## src/rtl/timer_scheduler.sv

```systemverilog
// timer_scheduler: shares one 4-bit countdown timer among three requesters,
// owns the reprogrammable interval table and arbitrates round-robin.
module timer_scheduler #(
  parameter int unsigned T_ARM_DELAY       = 6,
  parameter int unsigned T_DRIVER_DELAY    = 8,
  parameter int unsigned T_PASSENGER_DELAY = 15,
  parameter int unsigned T_ALARM_ON        = 10
) (
  input  logic       clock,
  input  logic       reset,
  input  logic [2:0] req,
  input  logic [5:0] req_interval,
  input  logic [2:0] cancel,
  input  logic       one_hz_enable,
  input  logic       reprogram,
  input  logic [1:0] time_param_sel,
  input  logic [3:0] time_value,
  output logic [2:0] grant,
  output logic [2:0] expired,
  output logic       busy,
  output logic [3:0] timer_count,
  output logic [1:0] active_interval
);

  localparam int unsigned NREQ = 3;
  localparam int unsigned CW   = 4;
  localparam int unsigned IW   = 2;

  localparam logic [1:0] S_IDLE = 2'd0;
  localparam logic [1:0] S_LOAD = 2'd1;
  localparam logic [1:0] S_RUN  = 2'd2;
  localparam logic [1:0] S_DONE = 2'd3;

  logic [1:0]           state_q, state_d;
  logic [1:0]           owner_q, owner_d;
  logic [1:0]           ptr_q, ptr_d;
  logic [NREQ-1:0]      pend_q, pend_d;
  logic [NREQ*IW-1:0]   pend_int_q, pend_int_d;
  logic [3:0][CW-1:0]   tbl_q, tbl_d;
  logic                 reprog_q;
  logic [CW-1:0]        count_q, count_d;
  logic [IW-1:0]        active_q, active_d;
  logic [NREQ-1:0]      grant_q, grant_d;
  logic [NREQ-1:0]      expired_q, expired_d;
  logic                 busy_q, busy_d;

  logic                 owned;
  logic                 req_own, can_own;
  logic [IW-1:0]        int_own;
  logic                 pick_valid;
  logic [1:0]           pick_idx;
  logic [IW-1:0]        pick_int;
  logic [2:0]           cand3;

  function automatic logic [CW-1:0] tbl_default(input logic [1:0] sel);
    case (sel)
      2'd0:    tbl_default = CW'(T_ARM_DELAY);
      2'd1:    tbl_default = CW'(T_DRIVER_DELAY);
      2'd2:    tbl_default = CW'(T_PASSENGER_DELAY);
      default: tbl_default = CW'(T_ALARM_ON);
    endcase
  endfunction

  function automatic logic [1:0] next_idx(input logic [1:0] o);
    next_idx = (o == 2'd2) ? 2'd0 : o + 2'd1;
  endfunction

  // Owner-side request/cancel view and round-robin pick among pending flags
  always_comb begin
    owned      = (state_q == S_LOAD) || (state_q == S_RUN);
    req_own    = 1'b0;
    can_own    = 1'b0;
    int_own    = '0;
    pick_valid = 1'b0;
    pick_idx   = '0;
    pick_int   = '0;
    cand3      = '0;
    for (int i = 0; i < NREQ; i++) begin
      if (owner_q == 2'(i)) begin
        req_own = req[i];
        can_own = cancel[i];
        int_own = req_interval[i*IW +: IW];
      end
    end
    for (int k = 0; k < NREQ; k++) begin
      cand3 = {1'b0, ptr_q} + 3'(k);
      if (cand3 >= 3'(NREQ)) cand3 = cand3 - 3'(NREQ);
      if (!pick_valid && pend_q[cand3[1:0]]) begin
        pick_valid = 1'b1;
        pick_idx   = cand3[1:0];
      end
    end
    for (int i = 0; i < NREQ; i++) begin
      if (pick_idx == 2'(i)) pick_int = pend_int_q[i*IW +: IW];
    end
  end

  // Next-state: FSM, pending queue, parameter table and registered outputs
  always_comb begin
    state_d    = state_q;
    owner_d    = owner_q;
    ptr_d      = ptr_q;
    pend_d     = pend_q;
    pend_int_d = pend_int_q;
    tbl_d      = tbl_q;
    count_d    = count_q;
    active_d   = active_q;
    grant_d    = grant_q;
    expired_d  = '0;
    busy_d     = busy_q;

    // Table write on reprogram rising edge; a LOAD this cycle reads tbl_q
    if (reprogram && !reprog_q) begin
      tbl_d[time_param_sel] = (time_value == '0) ? tbl_default(time_param_sel) : time_value;
    end

    case (state_q)
      S_IDLE: begin
        if (pick_valid) begin
          owner_d          = pick_idx;
          active_d         = pick_int;
          pend_d[pick_idx] = 1'b0;
          grant_d          = 3'b001 << pick_idx;
          busy_d           = 1'b1;
          state_d          = S_LOAD;
        end
      end
      S_LOAD, S_RUN: begin
        if (can_own) begin
          state_d = S_IDLE;
          grant_d = '0;
          busy_d  = 1'b0;
          count_d = '0;
          ptr_d   = next_idx(owner_q);
        end else if (req_own) begin
          active_d = int_own;
          count_d  = tbl_q[int_own];
          state_d  = S_RUN;
        end else if (state_q == S_LOAD) begin
          count_d = tbl_q[active_q];
          state_d = S_RUN;
        end else if (one_hz_enable) begin
          if (count_q <= CW'(1)) begin
            count_d   = '0;
            state_d   = S_DONE;
            expired_d = grant_q;
            grant_d   = '0;
            busy_d    = 1'b0;
          end else begin
            count_d = count_q - CW'(1);
          end
        end
      end
      S_DONE: begin
        ptr_d   = next_idx(owner_q);
        state_d = S_IDLE;
      end
      default: state_d = S_IDLE;
    endcase

    // Pending flags: cancel beats req; the owner's own req is a restart instead
    for (int i = 0; i < NREQ; i++) begin
      if (cancel[i]) begin
        pend_d[i] = 1'b0;
      end else if (req[i] && !(owned && (owner_q == 2'(i)))) begin
        pend_d[i]                 = 1'b1;
        pend_int_d[i*IW +: IW]    = req_interval[i*IW +: IW];
      end
    end
  end

  // State and output registers
  always_ff @(posedge clock or posedge reset) begin
    if (reset) begin
      state_q    <= S_IDLE;
      owner_q    <= '0;
      ptr_q      <= '0;
      pend_q     <= '0;
      pend_int_q <= '0;
      for (int e = 0; e < 4; e++) tbl_q[e] <= tbl_default(2'(e));
      reprog_q   <= 1'b0;
      count_q    <= '0;
      active_q   <= '0;
      grant_q    <= '0;
      expired_q  <= '0;
      busy_q     <= 1'b0;
    end else begin
      state_q    <= state_d;
      owner_q    <= owner_d;
      ptr_q      <= ptr_d;
      pend_q     <= pend_d;
      pend_int_q <= pend_int_d;
      tbl_q      <= tbl_d;
      reprog_q   <= reprogram;
      count_q    <= count_d;
      active_q   <= active_d;
      grant_q    <= grant_d;
      expired_q  <= expired_d;
      busy_q     <= busy_d;
    end
  end

  assign grant           = grant_q;
  assign expired         = expired_q;
  assign busy            = busy_q;
  assign timer_count     = count_q;
  assign active_interval = active_q;

endmodule

```

## config.mk

```make
export PLATFORM = sky130hd
export DESIGN_NAME = timer_scheduler
export DESIGN_NICKNAME = d
export VERILOG_FILES = /design/src/rtl/timer_scheduler.sv
export SDC_FILE = /design/constraint.sdc
export NUM_CORES = 1
export LEC_CHECK = 0
export BUFFER_PORTS_ARGS = -buffer_cell sky130_fd_sc_hd__buf_2
export CAP_MARGIN = 20
export CORE_MARGIN = 8
export CORE_UTILIZATION = 55
export CTS_CLUSTER_DIAMETER = 60
export DETAILED_ROUTE_END_ITERATION = 10
export PLACE_DENSITY = 0.78
export SETUP_SLACK_MARGIN = 0.3
export SLEW_MARGIN = 20
export SYNTH_ARGS = -nofsm -noshare
export SYNTH_HDL_FRONTEND = slang
export SYNTH_SLANG_ARGS = --single-unit
```

## constraint.sdc

```tcl
create_clock -name clock -period 4.4 [get_ports clock]
set_input_delay 1.1 -clock clock [delete_from_list [all_inputs] [get_ports clock]]
set_output_delay 1.1 -clock clock [all_outputs]
set_load 0.005 [all_outputs]
```

==> out/results.ini, run 1 <==
[yosys]
yosysTopAreaCellShare_pct = 32.9
synth_cell_types = 50
synth_ff_type = dfrtp_1
ys_seq_area_share_pct = 41.5
netlist_area_um2 = 2740
synth_compound_area_share_pct = 15.8
synth-xor-area-share_pct = 0.320
synth_top_family_by_area = simple AND/OR/NAND/NOR gates
yosys.area_share.simple_pct = 19.2
synth-adder-area-share_pct = 4.11
muxShareOfSynthArea_pct = 15.1
yosys-top-cells-count = dfrtp_1, nand2_1, a21oi_1
synth_edf_count = 0
yosysMostFrequentCell = dfrtp_1
avgSynthCellArea_um2 = 9.92
ys_seq_elements = 45
syn_nets = 307
synthCells = 276
synthArstFlopShare_pct = 100
ys_warn_count = 0
yosysTopAreaCell = dfrtp_1
synthTopCellsByArea = dfrtp_1, dfstp_2, mux2i_1, nand2_1, a21oi_1

[grt]
antenna_found_initial = 0
grt_max_degree = 46
grt_pass1_vias = 2149
grt.total_usage_pct = 16.8
grt_overflow = 0
grt_first_pass_wirelength_um = 10200

[route]
wl_per_cell_um = 15.7
drc = 0
postRouteWirelength_um = 5920
first_iter_violations = 121
ant_nets = 0
via_count = 2132
vias_per_cell = 5.67
drt_first_pass_iters = 4

[timing]
fin_crit_ps = 2460
maxSlewViolCount = 0
slew_headroom_pct = 35.1
hold_viol_final = 0
setup_viol = 0
fin_setup_tns_ps = 0
fin_skew_ps = 2.18
tightest_slew_ps = 967
fmaxAchievable_ghz = 0.406
timing.final.crit_share_pct = 56.0
rsz0062_at_grt = false

[critical_path]
critPathSlowestCell = o2bb2ai_1
crit_type = in -> reg
slowest_delay_ps = 740
cp.arrival_ps = 2690
cp.buffers_inverters = 1
rrSetupSlack_ps = 2010
worstPathMaxFanout = 13
critPathTopFamily = compound AO/OA/AOI/OAI gates
cp.required_ps = 4630
cp-start-kind = primary input
crit_chain = buf_2 -> mux2i_1 -> o2bb2ai_1 -> nor2b_1 -> o22ai_2 -> o21bai_1 -> o21ai_1
cp-end-kind = register

[floorplanning]
start_util_pct = 57.6
io_pins = 35
num_rows = 25
die_h_um = 86.6
core-area_um2 = 4750
die_w_um = 86.6
die-area_um2 = 7490

[clock_network]
cts_repair_resize_count = 0
cts_buffer_depth = 2
cts_buffers = 5
clkLatencyLatePin_ps = 300
holdBufCountCts = 0
clock_sinks = 45
root_buffer = clkbuf_8
clkSlewWorstSetupHoldPaths_ps = 80
post_cts_buffers = 0
cts_htree_levels = 2
cts_tree = yes

[finish]
nets = 339
syn2layout_area_growth_pct = 10.7
fillers = 426
antennaDiodeCount = 0
drive_above_1_share_pct = 26.2

[min_path]
hp-class = reg -> reg

[place]
gp_congestion = 0.830
portBuffers = 34
post-dp-hpwl_um = 4460

[pwr]
p_leak_nw = 1.33
vdd_ir_drop_max_uv = 383
p_per_area_nw_per_um2 = 724
p_total_mw = 2.19

[flow_run]
cap_viol_max_count = 0

[outcome]
status = complete, no violations

## logic make-up (layout without fill, tap and decap cells)
group,Yosys count,after routing
buffers and inverters,22,55
adder cells (fa/ha/maj),9,9
AO/OA/AOI/OAI,64,64
multiplexers,35,35
flip-flops,45,45
AND/OR/NAND/NOR,100,100
XOR/XNOR,1,1
## registers in the layout, indices dropped and copies added, names as in the netlist
signal           count
active_interval      2
busy                 1
expired              3
grant                3
owner_q              2
pend_int_q           6
pend_q               3
ptr_q                2
reprog_q             1
state_q              2
tbl_q               16
timer_count          4
## per-stage QoR
step	instance area, um2	cells	util [%]	setup slack (ps)	hold WS [ps]
final	3030	376	63.8	1940	495
after global routing	3030	376	63.8	1740	530
after CTS	3030	376	63.6	1940	502
after detailed placement	2940	368	61.9	1620	483
after global placement	2940	368	61.9	1640	470
after floorplan	2740	276	-	2230	465
## layout by cell type, fill, tap and decap left out, types with 6 or more instances in the layout
cell      synthesis  layout
mux2_2            9       9
nand3b_1          6       6
dfstp_2           9       9
nand2_1          34      34
nor2b_1           6       6
a21oi_1          24      24
dfrtp_1          36      36
nor2_1           22      22
o21ai_1          13      13
nor3_1            7       7
mux2i_1          20      20
buf_2             4      34
o21ai_0           6       6
inv_1            11      10
ha_1              9       9
## worst paths after layout
kind                       startpoint                  to  depth (start not counted)
setup / recovery               req[1]  active_interval[0]                          7
hold / removal                   busy                busy                          2
hold reg to reg                  busy                busy                          2
min in group asynchronous       reset       pend_int_q[2]                          3
setup reg to reg             ptr_q[0]  active_interval[0]                          9
max in group asynchronous       reset            grant[1]                          3
## worst reg2reg max path, delay by kind of cell, from the launching register on
family | cells | cell delay [ps]
simple gates | 3 | 690
compound gates | 4 | 680
fa+ha+maj | 1 | 420
flops | 1 | 400
buf+inv | 1 | 80
## area by class of cell
| type | count | area [um2] | share of cell area, % |
|---|---|---|---|
| clock buffer | 6 | 72.6 | 2.39 |
| clock inverter | 2 | 10.0 | 0.330 |
| inverter | 11 | 41.3 | 1.36 |
| multi-input combinational | 209 | 1500 | 49.5 |
| sequential | 45 | 1140 | 37.5 |
| tap | 67 | 83.8 | 2.77 |
| timing repair buffer | 36 | 185 | 6.11 |
## where the power goes
group / internal [mW] / switching, mW / total [mW]
logic: 0.547 / 0.704 / 1.25
clock network: 0.110 / 0.138 / 0.248
registers: 0.553 / 0.141 / 0.695
## per-layer routing
layer  part of all wire [%]  wire, um  global-route usage [%]  vias up
li1                       -         -                       -     1058
met1                     48      2830                    21.9     1034
met2                     48      2820                    26.9       35
met3                    3.5       207                    3.69        5
met4                    1.1        66                    5.63        0
met5                      0         0                       0        -
(Power assumes the default switching activity.)
==> inputs of run 2 (changes only) <==
--- a/config.mk
+++ b/config.mk
@@ -8,7 +8,7 @@
 export BUFFER_PORTS_ARGS = -buffer_cell sky130_fd_sc_hd__buf_2
 export CAP_MARGIN = 20
 export CORE_MARGIN = 8
-export CORE_UTILIZATION = 55
+export CORE_UTILIZATION = 52
 export CTS_CLUSTER_DIAMETER = 60
 export DETAILED_ROUTE_END_ITERATION = 10
 export PLACE_DENSITY = 0.78
==> constraint.sdc (replaced) <==
create_clock -name clock -period 2.1 [get_ports clock]
set_input_delay 0.525 -clock clock [delete_from_list [all_inputs] [get_ports clock]]
set_output_delay 0.525 -clock clock [all_outputs]
set_load 0.005 [all_outputs]
==> run 2 against run 1 <==
  * Clock power rose to 2.8 times the previous value
  * Count of clock-buffer cells in the layout did not move
  * Sequential share of layout area fell by 4.2 points
  * Combinational power rose to 2.8 times the previous value
  * Core utilization rose by 3.2 points
  * Global-route usage barely moved
  * The run now ends with negative setup slack left
  * Design area rose by 13%
  * Final cell count rose by 7.7%
  * Clock skew rose by 11 ps
  * First-iteration DRC count fell by 17%
  * Setup slack got worse by 2000 ps
==> out/results.ini, run 2 (synthesis gave the netlist of run 1 again) <==
[finish]
syn2layout_area_growth_pct = 24.9
largest_reg_flops = 16
drive_above_1_share_pct = 38.5
multiInputGateArea_um2 = 1630
nets = 365
antennaDiodeCount = 0
regArea_um2 = 1140
final_util_pct = 67.0
final_cell_mix = nand2_1, buf_2, dfrtp_1
largest_register = tbl_q
fillers = 396
instances_no_fill = 405

[route]
via_count = 2283
ant_nets = 0
wl_per_cell_um = 15.8
vias_per_cell = 5.64
drt_first_pass_iters = 4
drc = 0
first_iter_violations = 101
postRouteWirelength_um = 6410

[timing]
tightest_slew_ps = 572
fin_skew_ps = 13.1
timing.final.crit_share_pct = 103
setup_viol = 2
finalWorstSetupSlack_ps = -54.6
slew_headroom_pct = 61.9
maxSlewViolCount = 0
rsz0062_at_grt = true
fin_crit_ps = 2150
hold_viol_final = 0
fmaxAchievable_ghz = 0.464

[grt]
grt_first_pass_wirelength_um = 10600
antenna_found_initial = 0
grt_pass1_vias = 2263
grt_max_degree = 46
grt.total_usage_pct = 16.8
grt_overflow = 0

[floorplanning]
start_util_pct = 53.6
die_h_um = 88.6
num_rows = 26
core-area_um2 = 5110
die_w_um = 88.6
die-area_um2 = 7850
io_pins = 35

[place]
gp_congestion = 0.868
portBuffers = 34
pre_cts_slack_ps = -101
post-dp-hpwl_um = 4700
dp.cells = 384

[clock_network]
cts_htree_levels = 2
cts_tree = yes
clkLatencyLatePin_ps = 300
root_buffer = clkbuf_8
clkSlewWorstSetupHoldPaths_ps = 90
holdBufCountCts = 0
cts_buffers = 5
clock_sinks = 45
cts_buffer_depth = 2

[flow_run]
cap_viol_max_count = 0

[critical_path]
cp.arrival_ps = 2340
crit_type = reg -> reg
cp-end-kind = register
worstPathMaxFanout = 6
cp-start-kind = register
cp.required_ps = 2280

[min_path]
hp-class = in -> async

[pwr]
p_per_area_nw_per_um2 = 1640
vdd_ir_drop_max_uv = 752
p_leak_nw = 1.51

[outcome]
status = finished, violations left
violations = negative setup slack

==> run 2: cell types whose count changed in the layout (fill, tap and decap cells not counted), moves of 5 or more <==
cell	before	now
buf_6	0	6
ha_1	9	4
buf_4	2	21
ha_4	0	5
==> run 2: per-stage QoR <==
| stage | TNS [ps] | area (um2) | hold WS (ps) | power (mW) |
|---|---|---|---|---|
| after floorplan | 0 | 2750 | 465 | 3.60 |
| after global placement | -47.4 | 3060 | 474 | 4.21 |
| after detailed placement | -282 | 3060 | 488 | 4.28 |
| after CTS | -94.2 | 3280 | 372 | 5.21 |
| after global routing | -412 | 3420 | 372 | 6.03 |
| final | -56.5 | 3420 | 358 | 5.62 |
==> run 2: critical path, cell delays in order (launching register included) <==
cell and delay, ps:
dfrtp_2 450, buf_6 130, ha_4 150, buf_6 120
o211ai_1 250, and4_4 280, a211oi_4 60, a221o_1 360
o22ai_1 160, o21ai_1 80
==> run 2: routing by layer <==
layer  wire length [um]  track usage (%)  up-vias  part of all wire (%)
met3                267             2.79        2                   4.2
met1               2890             21.4     1131                    45
met5                  0                0        -                     0
met4                 36             4.61        0                  0.56
met2               3220             28.6       46                    50
li1                   -                -     1104                     -
==> run 2: repair_timing <==
action / CTS / global route
setup buffers: 4 / 9
resized for setup: 21 / 17
pin swaps: 13 / 12
hold endpoints to repair: 0 / 0
endpoints found under the setup margin: 23 / 24
==> run 2: report_power, final <==
| group | total, mW | leakage [nW] | internal [mW] | switching, mW |
|---|---|---|---|---|
| Combinational | 3.47 | 0.909 | 1.75 | 1.72 |
| Sequential | 1.46 | 0.539 | 1.16 | 0.297 |
| Clock | 0.690 | 0.0574 | 0.387 | 0.303 |
| Total | 5.62 | 1.51 | 3.30 | 2.32 |
==> run 2: path summary, 6_finish.rpt <==
| path | start | end | slack [ps] | depth (start not counted) |
|---|---|---|---|---|
| hold / removal | reset | pend_int_q[5] | 360 | 3 |
| setup reg to reg | ptr_q[0] | active_interval[1] | -50 | 9 |
| setup / recovery | ptr_q[0] | active_interval[1] | -50 | 9 |
| min in group clock | reprogram | reprog_q | 380 | 1 |
| max in group asynchronous | reset | ptr_q[0] | 1330 | 3 |
| hold reg to reg | tbl_q[15] | tbl_q[15] | 500 | 2 |
==> run 2: final cells by class <==
cell class	count	area share [%]
clock inverters	2	1.10
repair buffers	62	11.7
clock buffers	6	2.41
well taps	70	2.56
multi-input cells	209	47.5
flip-flops and latches	45	33.3
inverters	11	1.39
==> inputs of run 3 (changes only) <==
--- a/config.mk
+++ b/config.mk
@@ -5,6 +5,7 @@
 export SDC_FILE = /design/constraint.sdc
 export NUM_CORES = 1
 export LEC_CHECK = 0
+export ABC_AREA = 1
 export BUFFER_PORTS_ARGS = -buffer_cell sky130_fd_sc_hd__buf_2
 export CAP_MARGIN = 20
 export CORE_MARGIN = 8
==> run 3 against run 2 <==
  * The flow now finishes without violations
  * Die area is 0.34% lower
  * Via count is 10% higher
  * Wire length is 2.1% higher
  * Clock skew barely moved
  * Synthesized cell count up 32%
  * Worst hold slack got worse by 26 ps
  * Critical path type unchanged
  * Critical endpoint unchanged
==> out/results.ini, run 3 <==
[outcome]
status = complete, no violations

[yosys]
yosysTopAreaCellShare_pct = 33.0
yosys-top-cells-count = nand2_1, inv_1, dfrtp_1
synth_edf_count = 0
yosysMostFrequentCell = nand2_1
syn_nets = 394
netlist_area_um2 = 2730
ys_warn_count = 0
yosysTopAreaCell = dfrtp_1
ys_seq_area_share_pct = 41.7
ys_seq_elements = 45
synthCells = 363
synthTopCellsByArea = dfrtp_1, nand2_1, dfstp_2, o21ai_0, nand3_1
synth_cell_types = 35
synthArstFlopShare_pct = 100
avgSynthCellArea_um2 = 7.51
synth_ff_type = dfrtp_1

[pwr]
combPwrFrac_pct = 60.3
clkPwrFrac_pct = 11.2
p_per_area_nw_per_um2 = 1570
switching_share_pct = 49.0
switching_power_mw = 2.46
vdd_ir_drop_max_uv = 625
intPower_mw = 2.56
p_leak_nw = 1.58
pwr-share-seq_pct = 28.5

[critical_path]
cp-end-kind = register
crit_type = reg -> reg
cp.required_ps = 2300
rrSetupSlack_ps = 300
cp-start-kind = register
worstPathMaxFanout = 7
r2r-start = ptr_q[1]
r2r_end = active_interval[1]
cp.arrival_ps = 2010
r2r_cells = 12

[finish]
final_cell_mix = nand2_1, dfrtp_1, buf_2
multiInputGateArea_um2 = 1470
layout_commonest_cell = nand2_1
largest_register = tbl_q
drive_above_1_share_pct = 27.1
syn2layout_area_growth_pct = 17.3
fillers = 476
regArea_um2 = 1140
instances_no_fill = 479
antennaDiodeCount = 0
largest_reg_flops = 16
nets = 439

[place]
gp_congestion = 0.914
post-dp-hpwl_um = 4940
dp.cells = 466
portBuffers = 34

[floorplanning]
io_pins = 35
start_util_pct = 53.7
die-area_um2 = 7820
core-area_um2 = 5070
die_h_um = 88.4
die_w_um = 88.4
num_rows = 26

[route]
wl_per_cell_um = 13.7
postRouteWirelength_um = 6540
vias_per_cell = 5.26
drc = 0
ant_nets = 0
first_iter_violations = 129
via_count = 2519
drt_first_pass_iters = 4

[timing]
hold_viol_final = 0
slew_headroom_pct = 63.0
tightest_slew_ps = 555
fin_crit_ps = 1800
maxSlewViolCount = 0
fmaxAchievable_ghz = 0.555
setup_viol = 0
fin_setup_tns_ps = 0
rsz0062_at_grt = true
fin_skew_ps = 13.6
timing.final.crit_share_pct = 85.8

[flow_run]
cap_viol_max_count = 0

[clock_network]
cts_buffers = 5
clkSlewWorstSetupHoldPaths_ps = 90
holdBufCountCts = 0
cts_buffer_depth = 2
cts_tree = yes
clkLatencyLatePin_ps = 300
root_buffer = clkbuf_8
cts_htree_levels = 2
clock_sinks = 45

[grt]
met2_usage_pct = 30.0
grt_max_degree = 46
grt_use_met1_pct = 22.3
met3_usage_pct = 3.99
busiest_layer = met2
antenna_found_initial = 0
grt_first_pass_wirelength_um = 11200
grt.total_usage_pct = 18.2
grt_pass1_vias = 2484
grt_overflow = 0

[min_path]
hp-class = in -> async

## run 3: cell types whose count changed in the layout (fill, tap and decap cells not counted), sizes merged, moves of 20 or more
cell / before / now
o21ai: 22 / 48
inv: 9 / 47
buf: 61 / 41
nand3: 0 / 33
mux2i: 20 / 0
nand2: 34 / 112
## run 3: worst max path at each step
stage / from / endpoint / slack [ps] / depth (start not counted)
6_report: ptr_q[1] / active_interval[1] / 300 / 12
4_1_cts: ptr_q[1] / grant[0] / 320 / 11
3_5_place_dp: ptr_q[0] / active_interval[0] / 150 / 13
5_1_grt: ptr_q[1] / grant[2] / 190 / 14
3_3_place_gp: ptr_q[0] / grant[2] / 260 / 13
2_1_floorplan: ptr_q[0] / grant[1] / 370 / 13
## run 3: cell families (layout without fill, tap and decap cells)
| kind of cell | after synthesis | count (layout) | synth area share [%] |
|---|---|---|---|
| multiplexers | 4 | 4 | 1.65 |
| AO/OA/AOI/OAI | 69 | 69 | 15.6 |
| AND/OR/NAND/NOR | 182 | 182 | 28.8 |
| buffers and inverters | 52 | 98 | 7.48 |
| XOR/XNOR | 2 | 2 | 0.642 |
| flip-flops | 45 | 45 | 41.7 |
| adder cells (fa/ha/maj) | 9 | 9 | 4.13 |
## run 3: layout make-up
type                            count  share of cell area [%]
Multi-Input combinational cell    266                    46.0
Clock inverter                      1                   0.235
Timing Repair Buffer               41                    6.96
Inverter                           49                    5.75
Tap cell                           70                    2.74
Clock buffer                        7                    2.70
Sequential cell                    45                    35.6
## run 3: metal layers
| layer | up-vias | share of wire, % |
|---|---|---|
| met4 | 0 | 1.4 |
| li1 | 1267 | - |
| met5 | - | 0 |
| met2 | 83 | 49 |
| met3 | 9 | 6.9 |
| met1 | 1160 | 43 |
## run 3: power by group through the flow
stage / registers [mW] / logic [mW] / clock network, mW
global placement: 1.42 / 2.64 / 0
finish: 1.43 / 3.03 / 0.561
floorplan: 1.35 / 2.15 / 0
CTS: 1.41 / 2.84 / 0.571
global route: 1.47 / 3.42 / 0.606
detailed placement: 1.43 / 2.72 / 0
## run 3: critical path, cell delays in order (launching register included)
cell and delay (ps):
dfrtp_2 470, ha_4 330, inv_2 50, nand2_2 50, nand3_2 90, nand2_4 110, nand4_1 120, nand2_2 160
inv_2 60, nand3_1 80, nand3_1 80, nand2_1 60, nand2_1 40
## run 3: through the flow
stage | area [um2] | power (mW) | hold WS (ps) | worst slack, ps | utilization [%]
floorplan | 2730 | 3.50 | 453 | 369 | -
global placement | 2980 | 4.07 | 482 | 260 | 58.7
detailed placement | 2980 | 4.15 | 487 | 152 | 58.7
CTS | 3130 | 4.82 | 327 | 324 | 61.6
global route | 3200 | 5.50 | 323 | 192 | 63.0
finish | 3200 | 5.02 | 332 | 298 | 63.0
## run 3: what timing repair did
| action | in CTS | in global routing |
|---|---|---|
| endpoints found under the hold margin | 0 | 0 |
| setup buffers | 1 | 4 |
| cloned | 0 | 0 |
| gates resized for setup | 11 | 19 |
| pin swaps | 0 | 11 |
| endpoints found under the setup margin | 13 | 21 |
